`src/rtl/alu_pkg.sv`:
```
// Shared definitions for the ALU result stage: buffer occupancy states,
// status flag bit positions and the per-result flag bundle.
package alu_pkg;

    // Occupancy of the two-entry result buffer.
    typedef enum logic [1:0] {
        ST_EMPTY = 2'd0,
        ST_ONE   = 2'd1,
        ST_FULL  = 2'd2
    } state_e;

    // Bit positions inside the 4-bit status register {N,Z,C,V}.
    localparam int FLAG_N = 3;
    localparam int FLAG_Z = 2;
    localparam int FLAG_C = 1;
    localparam int FLAG_V = 0;

    // Flags of one result. The field order makes the packed value line up
    // with the status register layout {N,Z,C,V}.
    typedef struct packed {
        logic n;
        logic z;
        logic c;
        logic v;
    } flag_set_t;

endpackage

```
`src/rtl/alu_ovf_detect.sv`:
```
// Signed overflow detection for an add: overflow when both operands share
// a sign and the sum's sign differs from it.
module alu_ovf_detect (
    input  logic a_msb,
    input  logic b_msb,
    input  logic sum_msb,
    output logic v
);

    assign v = (a_msb == b_msb) && (sum_msb != a_msb);

endmodule

```
`src/rtl/alu_result_stage.sv`:
```
// ALU result stage: registers adder results through a two-entry skid buffer
// (head + skid), computes overflow on acceptance and maintains the {N,Z,C,V}
// status register.
// Optional feature: define ALU_STICKY_OVF_EN to add a sticky overflow bit
// cleared by ovf_clr; otherwise ovf_sticky reads 0 and ovf_clr is ignored.
module alu_result_stage
    import alu_pkg::*;
#(
    parameter int WIDTH = 32
) (
    input  logic             clk,
    input  logic             rst_n,
    input  logic             in_valid,
    output logic             in_ready,
    input  logic [WIDTH-1:0] in_sum,
    input  logic             in_cout,
    input  logic             in_z,
    input  logic             in_n,
    input  logic             in_a_msb,
    input  logic             in_b_msb,
    input  logic             in_setf,
    output logic             out_valid,
    input  logic             out_ready,
    output logic [WIDTH-1:0] out_sum,
    output logic             out_c,
    output logic             out_z,
    output logic             out_n,
    output logic             out_v,
    output logic [3:0]       flags,
    output logic             ovf_sticky,
    input  logic             ovf_clr
);

    typedef struct packed {
        logic [WIDTH-1:0] sum;
        flag_set_t        f;
    } entry_t;

    state_e    state_q, state_d;
    entry_t    head_q, skid_q, new_entry;
    logic      in_ready_q;
    logic      v_new;
    logic      accept, handoff;
    logic      head_load, head_from_skid, skid_load;
    flag_set_t flags_q;

    alu_ovf_detect u_ovf_detect (
        .a_msb   (in_a_msb),
        .b_msb   (in_b_msb),
        .sum_msb (in_sum[WIDTH-1]),
        .v       (v_new)
    );

    assign new_entry = '{sum: in_sum, f: '{n: in_n, z: in_z, c: in_cout, v: v_new}};

    assign accept  = in_valid && in_ready_q;
    assign handoff = out_valid && out_ready;

    // Next occupancy and which buffer registers load this cycle.
    always_comb begin
        // NOTE: every output of this block gets a default first so no path
        // leaves a signal unassigned, which would otherwise infer a latch.
        state_d        = state_q;
        head_load      = 1'b0;
        head_from_skid = 1'b0;
        skid_load      = 1'b0;
        unique case (state_q)
            ST_EMPTY: begin
                if (accept) begin
                    state_d   = ST_ONE;
                    head_load = 1'b1;
                end
            end
            ST_ONE: begin
                if (accept && handoff) begin
                    head_load = 1'b1;
                end else if (accept) begin
                    state_d   = ST_FULL;
                    skid_load = 1'b1;
                end else if (handoff) begin
                    state_d = ST_EMPTY;
                end
            end
            ST_FULL: begin
                if (handoff) begin
                    state_d        = ST_ONE;
                    head_load      = 1'b1;
                    head_from_skid = 1'b1;
                end
            end
            default: state_d = ST_EMPTY;
        endcase
    end

    // Occupancy register plus a registered in_ready, so in_ready never
    // depends combinationally on out_ready.
    always_ff @(posedge clk or negedge rst_n) begin
        // NOTE: state is updated with non-blocking assignments so every
        // register samples pre-edge values regardless of block ordering.
        if (!rst_n) begin
            state_q    <= ST_EMPTY;
            in_ready_q <= 1'b1;
        end else begin
            state_q    <= state_d;
            in_ready_q <= (state_d != ST_FULL);
        end
    end

    // Head and skid data registers.
    always_ff @(posedge clk or negedge rst_n) begin
        // NOTE: the buffer registers are reset because the head drives the
        // outputs directly and those must read zero while in reset.
        if (!rst_n) begin
            head_q <= '0;
            skid_q <= '0;
        end else begin
            if (head_load) head_q <= head_from_skid ? skid_q : new_entry;
            if (skid_load) skid_q <= new_entry;
        end
    end

    // Status register: loaded from the entry accepted this cycle when it
    // requests a flag update.
    always_ff @(posedge clk or negedge rst_n) begin
        if (!rst_n) begin
            flags_q <= '0;
        end else if (accept && in_setf) begin
            flags_q <= new_entry.f;
        end
    end

`ifdef ALU_STICKY_OVF_EN
    logic sticky_q;

    // Sticky overflow: a new overflow wins over a simultaneous clear.
    always_ff @(posedge clk or negedge rst_n) begin
        if (!rst_n) begin
            sticky_q <= 1'b0;
        end else if (accept && v_new) begin
            sticky_q <= 1'b1;
        end else if (ovf_clr) begin
            sticky_q <= 1'b0;
        end
    end

    assign ovf_sticky = sticky_q;
`else
    logic unused_ovf_clr;
    assign unused_ovf_clr = ovf_clr;
    assign ovf_sticky     = 1'b0;
`endif

    assign in_ready  = in_ready_q;
    assign out_valid = (state_q != ST_EMPTY);
    assign out_sum   = head_q.sum;
    assign out_c     = head_q.f.c;
    assign out_z     = head_q.f.z;
    assign out_n     = head_q.f.n;
    assign out_v     = head_q.f.v;
    assign flags     = flags_q;

endmodule
```
`config.mk`:
```
export PLATFORM = sky130hd
export DESIGN_NAME = alu_result_stage
export DESIGN_NICKNAME = d
export VERILOG_FILES = /design/src/rtl/alu_pkg.sv /design/src/rtl/alu_ovf_detect.sv /design/src/rtl/alu_result_stage.sv
export SDC_FILE = /design/constraint.sdc
export NUM_CORES = 1
export LEC_CHECK = 0
export ABC_AREA = 0
export BUFFER_PORTS_ARGS = -buffer_cell sky130_fd_sc_hd__buf_2
export CAP_MARGIN = 20
export CORE_MARGIN = 2
export CORE_UTILIZATION = 45
export CTS_CLUSTER_DIAMETER = 30
export DETAILED_ROUTE_END_ITERATION = 7
export PLACE_DENSITY = 0.69
export SKIP_LAST_GASP = 1
export SYNTH_ARGS = -nofsm -noshare
export SYNTH_HDL_FRONTEND = slang
export SYNTH_SLANG_ARGS = --single-unit
```
`constraint.sdc`:
```
create_clock -name clk -period 3.2 [get_ports clk]
set_input_delay 0.32 -clock clk [delete_from_list [all_inputs] [get_ports clk]]
set_output_delay 0.32 -clock clk [all_outputs]
set_load 0.05 [all_outputs]
```
Word level (Yosys, flattened, before mapping)
Index checks and enable logic that the tools add are counted.
- word-level logic and storage cells: 42
- bits in registers: 79
- mux-type cells: 14
- eq/ne operators: 5
- reductions and logical operators: 7
- operators by type and width (cell ; count):
    2-to-1 mux 36 bit ; 1
    2-to-1 mux 2 bit ; 5
    2-to-1 mux 1 bit ; 6
    case mux 2 bit (3 select lines) ; 1
    logical AND 1 bit ; 5
    case mux 1 bit (3 select lines) ; 1
    equality test 2 x 1 -> 1 bit (second input constant) ; 1
    equality test 2 bit (second input constant) ; 1
    zero test 2 bit ; 1
    inequality test 2 bit (second input constant) ; 1
    nonzero test 2 bit ; 1
    equality test 1 bit ; 1
    inequality test 1 bit ; 1

Logic depth before layout (Yosys ltp)
- word-level depth: 7
- depth in mapped cells: 5
- gate-level depth less buffers: 3

By module
From an unflattened synthesis, not the netlist that was laid out.
- cell total of the unflattened synthesis: 220
- area total of the unflattened synthesis: 3587.2 um2
- by module, submodules not included (module ; area each (um2) ; instances ; cells an instance ; seq. area each (um2)):
    alu_result_stage ; 3564.7 ; 1 ; 217 ; 1978.1
    alu_ovf_detect ; 22.5 ; 1 ; 3 ; 0.0

Worst setup path before layout
OpenSTA, ideal clock, no wires.
- path kind: register to register
- start: register in_ready_q (netlist: in_ready)
- end: register skid_q[17] in the netlist's numbering
- library setup time: 125 ps
- stages on the path, launching flop included: 6
- required time: 3075 ps
- arrival: 1805 ps
- setup slack: 1270 ps
- path through: dfstp_2 nand2_1 nor3_1 buf_2 buf_4 mux2_2
- word-level cells in the longest chain between the ends: 4
- elaborated cells on any way between the ends: 5
- classes of those cells: mux: 3; reduce/logical: 2
- RTL lines (what ; RTL line ; source):
    start: declaration ; alu_result_stage.sv:41 ; logic in_ready_q;
    start signal: assignment ; alu_result_stage.sv:105 ; in_ready_q <= (state_d != ST_FULL);
    logical AND 1 bit (*) ; alu_result_stage.sv:56 ; assign accept = in_valid && in_ready_q;
    2-to-1 mux 1 bit / logical AND 1 bit (equally long branches) ; alu_result_stage.sv:77, alu_result_stage.sv:75 ;
    2-to-1 mux 1 bit (*) ; alu_result_stage.sv:75 ; if (accept && handoff) begin
    2-to-1 mux 1 bit (*) ; alu_result_stage.sv:67 ; unique case (state_q)
    end signal: assignment ; alu_result_stage.sv:118 ; if (skid_load) skid_q <= new_entry;
    end: declaration ; alu_result_stage.sv:40 ; entry_t head_q, skid_q, new_entry;
Every way passes the cells marked *; elsewhere a longest branch is shown, timed or not.
A chain may end at the register's enable or synchronous reset.

Final worst setup path
- start: register state_q[1]
- end: register head_q, in the netlist out_sum[6]
- word-level cells in the longest chain between the ends: 5
- elaborated cells on any way between the ends: 11
- classes of those cells: eq/ne: 2; mux: 5; reduce/logical: 4
- RTL lines (what ; RTL line ; source):
    start: declaration ; alu_result_stage.sv:39 ; state_e state_q, state_d;
    start signal: assignment ; alu_result_stage.sv:104 ; state_q <= state_d;
    nonzero test 2 bit ; alu_result_stage.sv:154 ; assign out_valid = (state_q != ST_EMPTY);
    logical AND 1 bit ; alu_result_stage.sv:57 ; assign handoff = out_valid && out_ready;
    logical AND 1 bit / 2-to-1 mux 1 bit (equally long branches) ; alu_result_stage.sv:75, alu_result_stage.sv:85 ;
    2-to-1 mux 1 bit, on equally long branches ; alu_result_stage.sv:75, alu_result_stage.sv:67 ;
    case mux 1 bit (3 select lines) / 2-to-1 mux 36 bit (equally long branches) ; alu_result_stage.sv:67, alu_result_stage.sv:117 ;
    end signal: assignment ; alu_result_stage.sv:117 ; if (head_load) head_q <= head_from_skid ? skid_q : new_entry;
    end: declaration ; alu_result_stage.sv:40 ;
Several ways; a longest one is shown, not always the timed one.

==> results.txt <==
RSZ-0062 raised after global routing: false
Sw frac: 0.424
Util after Layout: 0.549
Filler cells: 687
Post-route cell area: 4180 um^2
Crit end category: register
VDD IR max: 0.625 mV
TNS Setup: 0 ns
Final setup violation count: 0
FP Rows: 32
Routed Antenna Nets: 0
Port buffer count: 83
Syn. warnings: 0
Seq/Total Area, Yosys: 0.569
Outcome: completed
Clock sinks: 79
DIE AREA: 8440 um^2
R2r worst-path depth: 4
Drt pass-1 iters: 4
Worst-path clk slew: 0.08 ns
Clock share of power: 0.157
Slew headroom: 0.377
Hold WC Path Type: input port to register
Skew-Pair Late Insertion Delay: 0.34 ns
CP Class: register to register
Layout net count: 354
Antenna violations before repair: 0
Initial DRC count: 30
Worst path arrival time: 2.55 ns
Initial core utilization: 0.457
Power Internal: 2.60 mW
Die X: 91.9 um
Final Max Tran Viols: 0
MaxCap Viol Count: 0
Dpl cell area: 3960 um^2
Flop pwr share: 0.380
Vias in the first global route: 2151
Total CTS buffers: 9
CTS tree: built
GP Congestion: 0.649
I/O Pins: 86
Routed len/inst: 14.5 um
Psw: 1.92 mW
Largest net degree at the start of global routing: 80
Cell count after placement: 400
CP max FO: 26
DP Wirelength: 3930 um
Clk_skew: 0.00767 ns
Synth Instances: 223
Tcrit/Tclk final: 0.726
Setup crit start kind: register
Via count: 2081
Htree depth: 3
Final worst setup slack: 0.877 ns
DR DRC count: 0
Post-synthesis register bit count: 79
Final Critical Period: 2.32 ns
PD cells: 1080 nW/um^2
Vias/cell: 4.98
Synthesis-to-layout area growth: 20.1%
Routed WL: 6050 um
Synth unique cells: 24
GR Overflow Total: 0
Diodes inserted: 0
Final Hold Vio Count: 0
Hold path cells: 2
Fin cells: 418
Core area: 7610 um^2
Comb pwr share: 0.463
Slew @ Worst Pin: 0.929 ns
GRT Util Overall: 0.152
First-pass GRT wire length: 9980 um
Pre-CTS setup slack: 0.821 ns
Pleak: 1.89 nW
Max Fclk: 0.430 GHz
Clock Path Buffers: 2
CTS Root Cell: clkbuf_8
CP required: 3.42 ns
Avg Cell Area, Syn: 15.6 um^2
Share of cells above drive strength 1: 0.614
Syn Nets: 266
Die Y: 91.9 um
Synth Cell Area: 3480 um^2
Resized Gates After CTS: 0
-- worst max-delay path: stages (launching register included) --
cell	delay, ns
dfrtp_1	0.44
or2_1	0.31
o211ai_4	0.75
buf_4	0.35
mux2_2	0.35
-- through the flow --
stage                     hold WS (ns)  power (mW)
after detailed placement         0.475        3.86
after global routing             0.205        4.78
final                            0.218        4.52
after floorplan                 0.0244        3.40
after CTS                        0.178        4.59
after global placement           0.464        3.81
-- flip-flops by register name, summed over array words and instances (netlist names) --
register and flops:
flags 4, skid_q 36, out_n 1, out_sum 32, in_ready 1, state_q 2
out_z 1, out_c 1, out_v 1
-- cell families (layout without fill, tap and decap cells) --
kind of cell / count (synthesis) / after routing / share of synthesized area
other cells: 1 / 1 / 0.00108
compound gates: 6 / 6 / 0.0173
simple gates: 13 / 13 / 0.0227
mux: 111 / 111 / 0.360
buf+inv: 13 / 106 / 0.0302
flops: 79 / 79 / 0.569
-- final timing paths --
kind / startpoint / endpoint / slack [ns]
setup / recovery: state_q[1] / out_sum[6] / 0.88
hold / removal: in_sum[19] / skid_q[23] / 0.22
setup reg to reg: state_q[1] / out_sum[6] / 0.88
hold reg to reg: out_sum[18] / out_sum[18] / 0.49
max in group asynchronous: rst_n / skid_q[33] / 2.11
min in group asynchronous: rst_n / out_sum[3] / 0.50
-- power groups by stage --
| stage | logic, mW | clock network [mW] | registers (mW) |
|---|---|---|---|
| floorplan | 0.805 | 0 | 2.60 |
| global placement | 2.09 | 0 | 1.72 |
| detailed placement | 2.12 | 0 | 1.74 |
| CTS | 2.12 | 0.742 | 1.73 |
| global route | 2.21 | 0.782 | 1.79 |
| finish | 2.09 | 0.710 | 1.72 |
-- repair_timing --
item                                    4_1_cts  5_1_grt
endpoints found under the hold margin         0       38
hold buffers                                  0        1
buffers inserted                              0        0
endpoints found under the setup margin        0        0
-- Yosys cell counts --
cell | instances | area share
buf_2 | 3 | 0.0043
buf_4 | 4 | 0.0086
buf_6 | 5 | 0.016
conb_1 | 1 | 0.0011
dfrtp_1 | 78 | 0.56
dfstp_2 | 1 | 0.0076
inv_1 | 1 | 0.0011
mux2_1 | 23 | 0.075
mux2_2 | 88 | 0.29
nand2_1 | 2 | 0.0022
nand2b_1 | 2 | 0.0036
nand3_1 | 1 | 0.0014
nand3b_1 | 1 | 0.0022
nand4b_1 | 2 | 0.0050
nor2_1 | 1 | 0.0011
nor3_1 | 1 | 0.0014
nor3b_1 | 1 | 0.0022
o211ai_1 | 2 | 0.0043
o211ai_4 | 1 | 0.0061
o221ai_1 | 1 | 0.0025
o22ai_1 | 1 | 0.0018
o2bb2ai_1 | 1 | 0.0025
or2_1 | 1 | 0.0018
or2_2 | 1 | 0.0018
-- area by class of cell --
class	count	area, um^2	share of cell area
timing repair buffer	89	478	0.114
clock inverter	4	45.0	0.0108
inverter	1	3.75	0.000899
tap	102	128	0.0306
multi-input combinational	131	1400	0.335
clock buffer	12	145	0.0348
sequential	79	1980	0.474
-- cells in the final DEF, fill, tap and decap left out, drive strengths merged, types with 2 or more instances in the layout --
cell type  count
buf           88
nand2b         2
nand4b         2
clkinv         3
o211ai         3
nand2          2
mux2         111
dfrtp         78
clkbuf        12
or2            2
-- per-layer routing --
layer / track usage / vias up / wire length, um
met1: 0.190 / 1025 / 2780
met4: 0.0672 / 0 / 110
met2: 0.241 / 61 / 2750
met5: 0 / - / 0
li1: - / 984 / -
met3: 0.0501 / 11 / 407
Power figures use the tool's default switching activity.
